<file path="config.mk">
export PLATFORM = sky130hd
export DESIGN_NAME = sync_fifo_param
export DESIGN_NICKNAME = d
export VERILOG_FILES = /design/src/rtl/sync_fifo_param.sv
export SDC_FILE = /design/constraint.sdc
export NUM_CORES = 1
export LEC_CHECK = 0
export CAP_MARGIN = 0
export CORE_MARGIN = 3
export CORE_UTILIZATION = 23
export DETAILED_ROUTE_END_ITERATION = 8
export PLACE_DENSITY_LB_ADDON = 0.2
export SYNTH_ARGS = -nofsm -noshare
export SYNTH_HDL_FRONTEND = slang
export SYNTH_SLANG_ARGS = --single-unit
export TNS_END_PERCENT = 100
</file>
<file path="constraint.sdc">
create_clock -name clk -period 2.7 [get_ports clk]
set_input_delay 0.54 -clock clk [delete_from_list [all_inputs] [get_ports clk]]
set_output_delay 0.54 -clock clk [all_outputs]
set_load 0.02 [all_outputs]
</file>
<file path="src/rtl/sync_fifo_param.sv">
// Single-clock parametrised FIFO with show-ahead read data, occupancy count and almost flags.
// Define SYNC_FIFO_ERR_EN to add sticky overflow/underflow flags with an err_clr input.
module sync_fifo_param #(
  parameter int DSIZE     = 8,
  parameter int ASIZE     = 4,
  parameter int AFULL_TH  = 12,
  parameter int AEMPTY_TH = 4
) (
  input  logic             clk,
  input  logic             rst_n,
  input  logic [DSIZE-1:0] wdata,
  input  logic             winc,
  input  logic             rinc,
`ifdef SYNC_FIFO_ERR_EN
  input  logic             err_clr,
  output logic             overflow,
  output logic             underflow,
`endif
  output logic [DSIZE-1:0] rdata,
  output logic             wfull,
  output logic             rempty,
  output logic             almost_full,
  output logic             almost_empty,
  output logic [ASIZE:0]   count
);

  localparam int DEPTH = 1 << ASIZE;
  localparam logic [ASIZE:0] AFULL_LVL  = (ASIZE+1)'(AFULL_TH);
  localparam logic [ASIZE:0] AEMPTY_LVL = (ASIZE+1)'(AEMPTY_TH);

  logic [DSIZE-1:0] mem [DEPTH];
  logic [ASIZE:0]   wptr_reg, rptr_reg, count_reg, count_next;
  logic             wa, ra;

  assign wa = winc & ~wfull;
  assign ra = rinc & ~rempty;

  // Storage is deliberately left out of reset; read is asynchronous for show-ahead.
  always_ff @(posedge clk) begin
    if (wa) mem[wptr_reg[ASIZE-1:0]] <= wdata;
  end

  assign rdata = mem[rptr_reg[ASIZE-1:0]];

  always_comb begin
    count_next = count_reg;
    case ({wa, ra})
      2'b10:   count_next = count_reg + 1'b1;
      2'b01:   count_next = count_reg - 1'b1;
      default: count_next = count_reg;
    endcase
  end

  always_ff @(posedge clk or negedge rst_n) begin
    if (!rst_n) begin
      wptr_reg  <= '0;
      rptr_reg  <= '0;
      count_reg <= '0;
    end else begin
      if (wa) wptr_reg <= wptr_reg + 1'b1;
      if (ra) rptr_reg <= rptr_reg + 1'b1;
      count_reg <= count_next;
    end
  end

  // Full when the pointers address the same word but sit on different laps.
  assign wfull  = (wptr_reg[ASIZE] != rptr_reg[ASIZE]) &&
                  (wptr_reg[ASIZE-1:0] == rptr_reg[ASIZE-1:0]);
  assign rempty = (wptr_reg == rptr_reg);

  assign almost_full  = (count_reg >= AFULL_LVL);
  assign almost_empty = (count_reg <= AEMPTY_LVL);
  assign count        = count_reg;

`ifdef SYNC_FIFO_ERR_EN
  logic overflow_reg, underflow_reg;

  // A new violation in the same cycle as err_clr keeps the flag set.
  always_ff @(posedge clk or negedge rst_n) begin
    if (!rst_n) begin
      overflow_reg  <= 1'b0;
      underflow_reg <= 1'b0;
    end else begin
      overflow_reg  <= (winc & wfull)  | (overflow_reg  & ~err_clr);
      underflow_reg <= (rinc & rempty) | (underflow_reg & ~err_clr);
    end
  end

  assign overflow  = overflow_reg;
  assign underflow = underflow_reg;
`endif

endmodule

</file>
==> impl_metrics.yaml, run 1 <==
status:
  status: "finished, final reports clean"
worst_setup_path:
  max_stage_delay_ns: 0.50
  cp_cell_sequence: "buf_4 -> buf_12 -> mux4_2 -> a22oi_2 -> nand2_1 -> buf_6"
  endpoint_kind: "primary output"
  crit_buf_inv: 3
  worstPathRequired_ns: 2.16
  cp_top_family: "multiplexers"
  worst_ep_arrival_time_ns: 2.10
  worstPathMaxFanout: 8
  path_class: "flop to primary output"
  slowest_stage: "mux4_2"
  startpoint_type: "flop"
floorplanning:
  coreArea_um2: 25300
  dieArea_um2: 27900
  row_count: 58
  start_util_pct: 23.6
  die_h_um: 167
  io_pins: 29
  dieWidth_um: 167
route:
  drc: 0
  first_iter_violations: 210
  drt_pass1_iterations: 4
  detail_route.wirelength_mm: 13.9
  detail-route-antenna-nets: 0
  vias: 3122
  via_per_inst: 4.26
  routedWlPerCell_um: 19.0
sta:
  hold_viol: 0
  period_needed_ns: 2.64
  maxSlewViolCount: 0
  setup_viol: 0
  fin_skew_ns: 0.0103
  rsz0062_at_grt: "true"
  fin_ws_ns: 0.0598
  tightest_slew_ns: 0.993
  timing.fmax_ghz: 0.379
  fin_crit_sh_pct: 97.8
  relSlewSlack_pct: 33.7
synthesis:
  synth-seq-area-share_pct: 70.7
  syn_area_per_cell_um2: 18.9
  synth_edf_count: 128
  ys.flop_type: "edfxtp_1"
  syn_area_um2: 5970
  synth_nets: 338
  yosysUniqueCellTypes: 46
  netlist_instances: 316
  synthArstFlopShare_pct: 10.5
  yosys_register_bits: 143
  synth_warnings: 0
job:
  drv_cap: 0
clock_tree:
  cts_buffer_depth: 2
  clock_sink_count: 143
  htree_levels: 4
  clk_pin_slew_worst_paths_ns: 0.06
  cts_tree: "done"
  clk_latency_ns: 0.42
  cts_hold_buffers: 0
  cts_root_buffer: "clkbuf_16"
  cts_buffers: 17
pwr:
  powerDensity_nw_per_um2: 1150
  p_int_uw: 5840
  cellLeakagePower_uw: 0.00261
  seq_power_share_pct: 33.3
  p_clk_share_pct: 24.7
  ir_worst_vdd_v: 0.000468
  p_comb_share_pct: 42.1
  swShare_pct: 33.6
  switching_power_uw: 2960
hold_path:
  hp-class: "input pin to async pin"
layout:
  mostFrequentLayoutCell: "edfxtp_1"
  design_area_um2: 7660
  diodes: 0
  utilization_pct: 30.2
  syn2layout_area_growth_pct: 28.2
  drive_above_1_share_pct: 37.5
  fillers: 2476
  largest_reg_flops: 128
  most-common-layout-cells: "edfxtp_1 (128), buf_4 (36), mux4_2 (31), clkbuf_16 (18), clkdlybuf4s50_1 (18)"
  final_nets: 413
placed_design:
  post-dp-hpwl_mm: 8.94
  port_buffers: 28
  gp_congestion: 0.705
  post-place-ws_ns: -0.148
  placed_area_um2: 6850
global_routing:
  grt_pass1_vias: 3420
  grt_overflow: 0
  grt_max_degree: 17
  grt_pass1_wl_mm: 21.5
  track_usage_pct: 10.4
  antenna_found_initial: 0
[layer usage]
metal  track usage (%)  vias to the layer above  routed length [µm]
li1                  -                     1426                   -
met1              14.0                     1623                6530
met2              16.5                       63                6740
met3              2.93                       10                 526
met4              3.23                        0                 143
met5                 0                        -                   0
[power by group through the flow]
stage / Combinational (µW) / Clock, µW / Sequential [µW]
6_report: 3700 / 2170 / 2930
4_1_cts: 3460 / 2220 / 2940
3_5_place_dp: 3220 / 0 / 2980
3_3_place_gp: 3210 / 0 / 2960
2_1_floorplan: 1960 / 0 / 2950
5_1_grt: 4010 / 2330 / 2970
[cells by family after synthesis]
group / synth area share (%)
fa+ha+maj: 2.22
buf+inv: 2.39
simple gates: 5.07
xor+xnor: 2.33
flops: 70.7
compound gates: 4.38
mux: 13.0
[stage by stage]
step,power [µW],setup TNS (ns),hold WS [ns],instances
after detailed placement,6200,-0.614,0.569,692
after CTS,8610,-0.0576,0.591,730
after global placement,6180,-0.495,0.566,692
after global routing,9310,-0.0969,0.642,733
after floorplan,4910,0,0.244,316
final,8800,0,0.568,733
[cell usage after synthesis, types with 2 or more instances]
| cell type | n | share of area, % |
|---|---|---|
| edfxtp_1 | 128 | 64 |
| mux4_2 | 27 | 10 |
| a22oi_1 | 16 | 2.0 |
| dfrtp_1 | 15 | 6.3 |
| and3_1 | 14 | 1.5 |
| xnor2_1 | 13 | 1.9 |
| nand2_1 | 12 | 0.75 |
| ha_1 | 9 | 1.9 |
| inv_1 | 8 | 0.50 |
| nor2_1 | 6 | 0.38 |
| clkbuf_1 | 5 | 0.31 |
| mux4_1 | 5 | 2.2 |
| o21ai_0 | 5 | 0.42 |
| buf_2 | 4 | 0.34 |
| buf_6 | 4 | 0.75 |
| nor2b_1 | 4 | 0.42 |
| nor3_1 | 3 | 0.25 |
| a21o_1 | 2 | 0.25 |
| a21oi_1 | 2 | 0.17 |
| and2_1 | 2 | 0.21 |
| mux2_2 | 2 | 0.38 |
| nand3_1 | 2 | 0.17 |
| nand4_1 | 2 | 0.21 |
| o211ai_1 | 2 | 0.25 |
| o311ai_0 | 2 | 0.29 |
| or3_1 | 2 | 0.21 |
[repair_timing]
item | in CTS | in global routing
pin swaps | 7 | 17
setup buffers | 6 | 3
setup endpoints to repair | 11 | 11
cloned | 1 | 1
gates resized for setup | 57 | 34
[path summary, 6_finish.rpt]
path                              from          end  slack (ns)  cells after the start
max                        rptr_reg[1]     rdata[5]        0.06                      6
min                              rst_n  wptr_reg[4]        0.57                      1
max reg2reg                rptr_reg[1]     count[4]        0.11                     13
min reg2reg                   count[3]     count[3]        0.59                      2
max in group asynchronous        rst_n  rptr_reg[2]        1.61                      1
min in group clk              count[3]     count[3]        0.59                      2
[final cells by class]
class	count	area, µm²	share of cell area [%]
tap	330	413	5.39
timing repair buffer	72	704	9.20
clock inverter	13	116	1.52
clock buffer	18	429	5.61
inverter	8	30.0	0.392
sequential	143	4220	55.1
multi-input combinational	149	1740	22.7
Power figures use the tool's default switching activity.
==> inputs of run 2 (changes only) <==
--- a/config.mk
+++ b/config.mk
@@ -10,6 +10,7 @@
 export CORE_UTILIZATION = 23
 export DETAILED_ROUTE_END_ITERATION = 8
 export PLACE_DENSITY_LB_ADDON = 0.2
+export SLEW_MARGIN = 20
 export SYNTH_ARGS = -nofsm -noshare
 export SYNTH_HDL_FRONTEND = slang
 export SYNTH_SLANG_ARGS = --single-unit
==> results of run 2 <==
Same layout as run 1: the final DEF is identical, and so are final timing and power.
==> inputs of run 3 (changes only) <==
--- a/config.mk
+++ b/config.mk
@@ -5,6 +5,7 @@
 export SDC_FILE = /design/constraint.sdc
 export NUM_CORES = 1
 export LEC_CHECK = 0
+export ABC_CLOCK_PERIOD_IN_PS = 2700
 export CAP_MARGIN = 0
 export CORE_MARGIN = 3
 export CORE_UTILIZATION = 23
==> results of run 3 <==
Same layout as run 1: the final DEF is identical, and so are final timing and power.
